<file path="config.mk">
export PLATFORM = sky130hd
export DESIGN_NAME = delay_buf_flat
export DESIGN_NICKNAME = d
export VERILOG_FILES = /design/src/rtl/delay_buf_pkg.sv /design/src/rtl/delay_buf_if.sv /design/src/rtl/delay_sr_seg.sv /design/src/rtl/delay_buf.sv /design/src/flat_wrapper.sv
export SDC_FILE = /design/constraint.sdc
export NUM_CORES = 2
export LEC_CHECK = 0
export BUFFER_PORTS_ARGS = -buffer_cell sky130_fd_sc_hd__buf_2
export CAP_MARGIN = 10
export CORE_MARGIN = 10
export CORE_UTILIZATION = 29
export CTS_BUF_LIST = sky130_fd_sc_hd__clkbuf_8
export DETAILED_ROUTE_END_ITERATION = 8
export GPL_TIMING_DRIVEN = 0
export PLACE_DENSITY_LB_ADDON = 0.12
export SLEW_MARGIN = 40
export SYNTH_ARGS = -nofsm -noshare
export SYNTH_HDL_FRONTEND = slang
export SYNTH_HIERARCHICAL = 1
export SYNTH_SLANG_ARGS = --single-unit
export TNS_END_PERCENT = 50
</file>
<file path="constraint.sdc">
create_clock -name clk -period 0.91 [get_ports clk]
set_input_delay 0.091 -clock clk [delete_from_list [all_inputs] [get_ports clk]]
set_output_delay 0.091 -clock clk [all_outputs]
set_load 0.01 [all_outputs]
</file>
<file path="src/rtl/delay_buf_pkg.sv">
// Shared constants and probe types for the delay_buf delay line.
// The optional DELAYBUF_PROBE_EN build uses sr_probe_t in monitors.
package delay_buf_pkg;

    localparam int WIDTH   = 16;
    localparam int SRLEN   = 8;
    localparam int FFT_LEN = 64;
    localparam int PERIOD  = 10;

    typedef struct packed {
        logic                        en;
        logic                        rst;
        logic [SRLEN-1:0][WIDTH-1:0] regs;
    } sr_probe_t;

    // Number of body segments behind the head segment.
    function automatic int seg_count(input int depth, input int srlen);
        return (depth / srlen) - 32'sd1;
    endfunction

endpackage

</file>
<file path="src/rtl/delay_buf_if.sv">
// Data port bundle for delay_buf plus the read-only register probe
// view generated when DELAYBUF_PROBE_EN is defined.
interface delay_buf_if #(
    parameter int WIDTH = delay_buf_pkg::WIDTH
) ();
    logic             en;
    logic [WIDTH-1:0] din;
    logic [WIDTH-1:0] dout;

    modport master (output en, output din, input dout);
    modport slave  (input en, input din, output dout);
endinterface

interface delay_probe_if #(
    parameter int NREG  = delay_buf_pkg::SRLEN,
    parameter int WIDTH = delay_buf_pkg::WIDTH
) ();
    logic [NREG-1:0][WIDTH-1:0] regs;
    logic                       en;
    logic                       rst;

    modport monitor (input regs, input en, input rst);
endinterface

</file>
<file path="src/rtl/delay_sr_seg.sv">
// One SRLEN x WIDTH shift-register segment of the delay_buf chain.
// With DELAYBUF_PROBE_EN defined it exposes its registers through a probe.
module delay_sr_seg #(
    parameter int SRLEN = delay_buf_pkg::SRLEN,
    parameter int WIDTH = delay_buf_pkg::WIDTH
) (
    input  logic             clk,
    input  logic             rst,
    input  logic             en,
    input  logic [WIDTH-1:0] din,
    output logic [WIDTH-1:0] dout
);
    import delay_buf_pkg::*;

    logic [SRLEN-1:0][WIDTH-1:0] shift_r;

    // Shift chain: index 0 holds the newest sample; reset wins over enable.
    always_ff @(posedge clk) begin
        if (rst) begin
            shift_r <= '0;
        end else if (en) begin
            shift_r[0] <= din;
            for (int i = 1; i < SRLEN; i++) begin
                shift_r[i] <= shift_r[i-1];
            end
        end else begin
            shift_r <= shift_r;
        end
    end

    assign dout = shift_r[SRLEN-1];

`ifdef DELAYBUF_PROBE_EN
    delay_probe_if #(.NREG(SRLEN), .WIDTH(WIDTH)) probe ();
    assign probe.regs = shift_r;
    assign probe.en   = en;
    assign probe.rst  = rst;
`endif

endmodule

</file>
<file path="src/rtl/delay_buf.sv">
// Fixed-latency enable-gated delay line: head segment plus DEPTH/SRLEN-1
// body segments. Optional register probe view under DELAYBUF_PROBE_EN.
module delay_buf #(
    parameter int DEPTH = delay_buf_pkg::FFT_LEN,
    parameter int SRLEN = delay_buf_pkg::SRLEN,
    parameter int WIDTH = delay_buf_pkg::WIDTH
) (
    input  logic       clk,
    input  logic       rst,
    delay_buf_if.slave bus
);
    import delay_buf_pkg::*;

    localparam int NUM = seg_count(DEPTH, SRLEN);

    if ((SRLEN < 1) || (DEPTH < SRLEN) || ((DEPTH % SRLEN) != 0)) begin : gen_param_err
        $error("delay_buf: DEPTH must be a positive multiple of SRLEN");
    end

`ifdef DELAYBUF_PROBE_EN
    delay_probe_if #(.NREG(DEPTH), .WIDTH(WIDTH)) probe ();
    assign probe.regs[SRLEN-1:0] = headSR.probe.regs;
    assign probe.en              = bus.en;
    assign probe.rst             = rst;
`endif

    logic [WIDTH-1:0] head_dout_s;

    delay_sr_seg #(.SRLEN(SRLEN), .WIDTH(WIDTH)) headSR (
        .clk  (clk),
        .rst  (rst),
        .en   (bus.en),
        .din  (bus.din),
        .dout (head_dout_s)
    );

    if (NUM > 0) begin : gen_delay
        logic [WIDTH-1:0] link_s [0:NUM];

        assign link_s[0] = head_dout_s;

        for (genvar k = 0; k < NUM; k++) begin : sr
            delay_sr_seg #(.SRLEN(SRLEN), .WIDTH(WIDTH)) seg (
                .clk  (clk),
                .rst  (rst),
                .en   (bus.en),
                .din  (link_s[k]),
                .dout (link_s[k+1])
            );
`ifdef DELAYBUF_PROBE_EN
            assign probe.regs[(k+1)*SRLEN +: SRLEN] = seg.probe.regs;
`endif
        end

        assign bus.dout = link_s[NUM];
    end else begin : gen_direct
        // Single-segment geometry: the head tail is the output.
        assign bus.dout = head_dout_s;
    end

endmodule

</file>
<file path="src/flat_wrapper.sv">
// flat-port wrapper written by rule: the top's interface ports become plain ports
module delay_buf_flat import delay_buf_pkg::*;
#(
    parameter int DEPTH = delay_buf_pkg::FFT_LEN,
    parameter int SRLEN = delay_buf_pkg::SRLEN,
    parameter int WIDTH = delay_buf_pkg::WIDTH
)
  (clk, rst, bus_en, bus_din, bus_dout);
  delay_buf_if #(.WIDTH(WIDTH)) bus_i ();
  input  logic clk;
  input  logic rst;
  input wire logic [$bits(bus_i.en)-1:0] bus_en;
  input wire logic [$bits(bus_i.din)-1:0] bus_din;
  output wire logic [$bits(bus_i.dout)-1:0] bus_dout;
  assign bus_i.en = bus_en;
  assign bus_i.din = bus_din;
  assign bus_dout = bus_i.dout;
  delay_buf #(.DEPTH(DEPTH), .SRLEN(SRLEN), .WIDTH(WIDTH)) u_core (.clk(clk), .rst(rst), .bus(bus_i));
endmodule
</file>
Word-level counts from Yosys, hierarchy flattened
Cells that the tools add are included.
{"block": "word_totals", "reg_bits": 1024, "inputBits": 19, "wordCells": 64}

Longest topological paths before layout
{"block": "depth", "word_depth": 0, "depth_mapped": 4, "ltp_nobuf": 2}

By module
The synthesis kept the hierarchy.
{"module": "delay_sr_seg", "instances": 8, "cells_per_inst": 428, "area_per_inst_um2": 4772.1, "seq_area_each_um2": 2562.5}

Worst setup path after synthesis
OpenSTA, ideal clock, no wires.
{"block": "synth_path", "kind": "input to register", "start": "input port rst", "end": "register u_core/gen_delay.sr[0].seg/shift_r[0] (netlist bit)", "setup_ns": 0.117, "arrival_ns": 0.613, "required_time_ns": 0.793, "slack_ns": 0.180, "stages": 3, "n_path_buf": 2, "cell_sequence": "clkbuf_1 -> buf_2 -> nor2_1"}
{"element": "from (decl)", "line_no": "flat_wrapper.sv:11", "rtl": "input logic rst;"}
{"element": "to (signal, indexed assignment)", "line_no": "delay_sr_seg.sv:24", "rtl": "shift_r[i] <= shift_r[i-1];"}
{"element": "to (signal assigned)", "line_no": "delay_sr_seg.sv:27", "rtl": "shift_r <= shift_r;"}
{"element": "to (decl)", "line_no": "delay_sr_seg.sv:15", "rtl": "logic [SRLEN-1:0][WIDTH-1:0] shift_r;"}
No word-level cell between the ends.

Worst setup path after layout
{"block": "layout_path", "start": "register u_core.gen_delay.sr[6].seg.shift_r (netlist bit u_core/gen_delay.sr[6].seg/dout[15])", "end": "output port bus_dout[15]"}
{"element": "from (decl)", "line_no": "delay_sr_seg.sv:15"}
{"element": "from (signal, indexed assignment)", "line_no": "delay_sr_seg.sv:24"}
{"element": "from (signal assigned)", "line_no": "delay_sr_seg.sv:27"}
{"element": "to (decl)", "line_no": "flat_wrapper.sv:14", "rtl": "output wire logic [$bits(bus_i.dout)-1:0] bus_dout;"}
No word-level cell between the ends.

==> flow_summary.ini <==
[sta]
setup_violations = 205
tns_ns = -53.57
fin_crit_ns = 1.470
worst_pin_slew_ns = 0.7599
worst_slack_ns = -0.5595
finalCritPeriodShare = 1.615
fin_skew_ns = 0.02176
rsz0062_at_grt = yes
slew_violations = 0
fmax_mhz = 680.5
slew_headroom = 0.4917
hold_viol_final = 0

[grt]
grt_pass1_vias = 22500
use_met1 = 0.1468
grt.busiest_layer = met2
grt_util_met3 = 0.02646
grt_pass1_wl_um = 126800
gr-total-overflow = 0
grt_use_total = 0.1055
met2_usage = 0.1555
grt_max_degree = 17
antenna_found_initial = 3

[critical_path]
cp.arrival_ns = 1.38
reg2reg_depth = 3
crit-reg2reg-launch = u_core/gen_delay.sr[2].seg/dout[15]
path_delay_family = flip-flops
end_kind = primary output
critPathKind = reg2out
regToRegSetupSlack_ns = 0.04
cp_data_required_time_ns = 0.82
path_max_fanout = 2
crit_chain = buf_6
cpPeakStageDelay_ns = 0.40
path_buf_inv = 1
critPathLaunchType = flop
r2r-end = u_core/gen_delay.sr[3].seg/shift_r[15]
critical-path-slowest-cell = dfxtp_4

[synthesis]
synthCells = 3424
yosys_warnings = 6
synth_area_leaders = dfxtp_1, mux2i_1, nor2_1
ys_seq_area_frac = 0.5370
syn_avg_cell_area_um2 = 11.15
synth_area_um2 = 38180
netlist.top_cell.by_area = dfxtp_1
yosysTopAreaCellShare = 0.5370
synth_cell_types = 8
syn-num-nets = 3443
synth-seq-cells = 1024

[clocking]
cts_max_level = 4
cts_tree = built
cts_buffers = 182
clock_latency_ns = 0.87
ctsRootBufferMaster = clkbuf_8
clk_pin_slew_ns = 0.06
cts.sinks = 1024
cts_buffer_depth = 3

[place]
portBuffers = 32
place_congestion = 0.6656
dp_hpwl_um = 50750

[final_layout]
drive_gt1_frac = 0.1528
final_net_count = 3735
area_growth_pct = 18.37
fillers = 13431

[pwr]
totalPowerFinal_mw = 91.68
powerDensity_nw_per_um2 = 2029
p_leak_nw = 20.38
peakVddDrop_uv = 1420

[run_status]
outcome = complete, but fails checks
violations = negative setup slack

[drt]
routed_wire_length_per_instance_um = 13.85
drt_pass1_iterations = 5
drt-total-wl_um = 77800
viasPerCell = 4.038
first_iter_violations = 905
drcViolationCount = 0
route.vias.total = 22687
drtAntennaViolNets = 0

[min_path]
worstHoldStart = rst
hold_path_class = in2reg
hold_path_depth = 4
whs_endpoint = u_core/gen_delay.sr[6].seg/shift_r[90]

[floorplanning]
die_area_um2 = 146600
fp.dieW_um = 382.8
die_y_um = 382.8
core_um2 = 131100
start_util = 0.2911
num_rows = 133
pin_count = 35

[job]
max_cap_violations = 0
==> flip-flops by register name, indices dropped and copies added (netlist names) <==
register / count
u_core/headSR/dout: 16
u_core/gen_delay.sr.seg/shift_r: 784
u_core/gen_delay.sr.seg/dout: 112
u_core/headSR/shift_r: 112
==> cell usage in the layout (no fill, tap or decap), drive strengths merged <==
master	n
bufinv	2
inv	91
clkinvlp	2
clkinv	8
nor2	1024
clkbuf	315
buf	291
diode	1
dfxtp	1024
dlygate4sd3	79
dlymetal6s4s	2
mux2i	1024
==> per-stage QoR <==
step                setup WS (ns)  cell area [µm²]  hold slack [ns]  std cells    util
floorplan                  0.1796            38180           0.2382       3424       -
global placement          -0.2289            40530           0.3245       5211  0.3091
detailed placement        -0.2218            40530           0.3307       5211  0.3091
CTS                       -0.7086            44970         -0.07054       5602  0.3430
global route              -0.6720            45190          0.02170       5618  0.3446
finish                    -0.5595            45190          0.04891       5618  0.3446
==> kinds of logic after synthesis <==
logic type / synth area share
and+or+nand+nor: 0.1007
DFF: 0.5370
buffers and inverters: 0.09387
muxes: 0.2685
==> area by class of cell <==
type	instances	area, µm²	area share
clock inverter	103	523.0	0.01157
clock buffer	227	3124	0.06913
sequential	1024	20520	0.4541
timing repair buffer	124	1220	0.02699
antenna	1	2.502	0.00005537
tap	1755	2196	0.04859
multi-input combinational	2048	14090	0.3119
buffer	336	3510	0.07766
==> cells in the mapped netlist <==
cell type and n:
dfxtp_1 1024, mux2i_1 1024, nor2_1 1024, buf_4 128
buf_12 104, clkbuf_1 88, buf_2 24, buf_6 8
==> per-layer routing <==
metal,share of wire,vias to the layer above
met5,0,-
met4,0.026,0
met3,0.038,172
met2,0.42,267
met1,0.52,10296
li1,-,11952
==> what timing repair did <==
item / in CTS / in global routing
buffers inserted: 0 / 0
resized for setup: 34 / 81
setup endpoints to repair: 16 / 637
hold buffers: 77 / 16
hold endpoints to repair: 1024 / 235
==> worst max path at each step <==
stage	start	endpoint	slack [ns]	depth (start not counted)
3_5_place_dp	rst	u_core/gen_delay.sr[6].seg/shift_r[5]	-0.22	3
5_1_grt	u_core/gen_delay.sr[6].seg/dout[15]	bus_dout[15]	-0.67	1
3_3_place_gp	rst	u_core/gen_delay.sr[2].seg/dout[0]	-0.23	3
6_report	u_core/gen_delay.sr[6].seg/dout[15]	bus_dout[15]	-0.56	1
2_1_floorplan	rst	u_core/gen_delay.sr[0].seg/shift_r[0]	0.18	3
4_1_cts	u_core/gen_delay.sr[6].seg/dout[15]	bus_dout[15]	-0.71	1
==> report_power, final <==
group	switching (mW)	internal [mW]
logic	2.39	2.23
clock network	19.1	23.0
registers	0.0489	44.9
total	21.5	70.2
(Power assumes the default switching activity.)
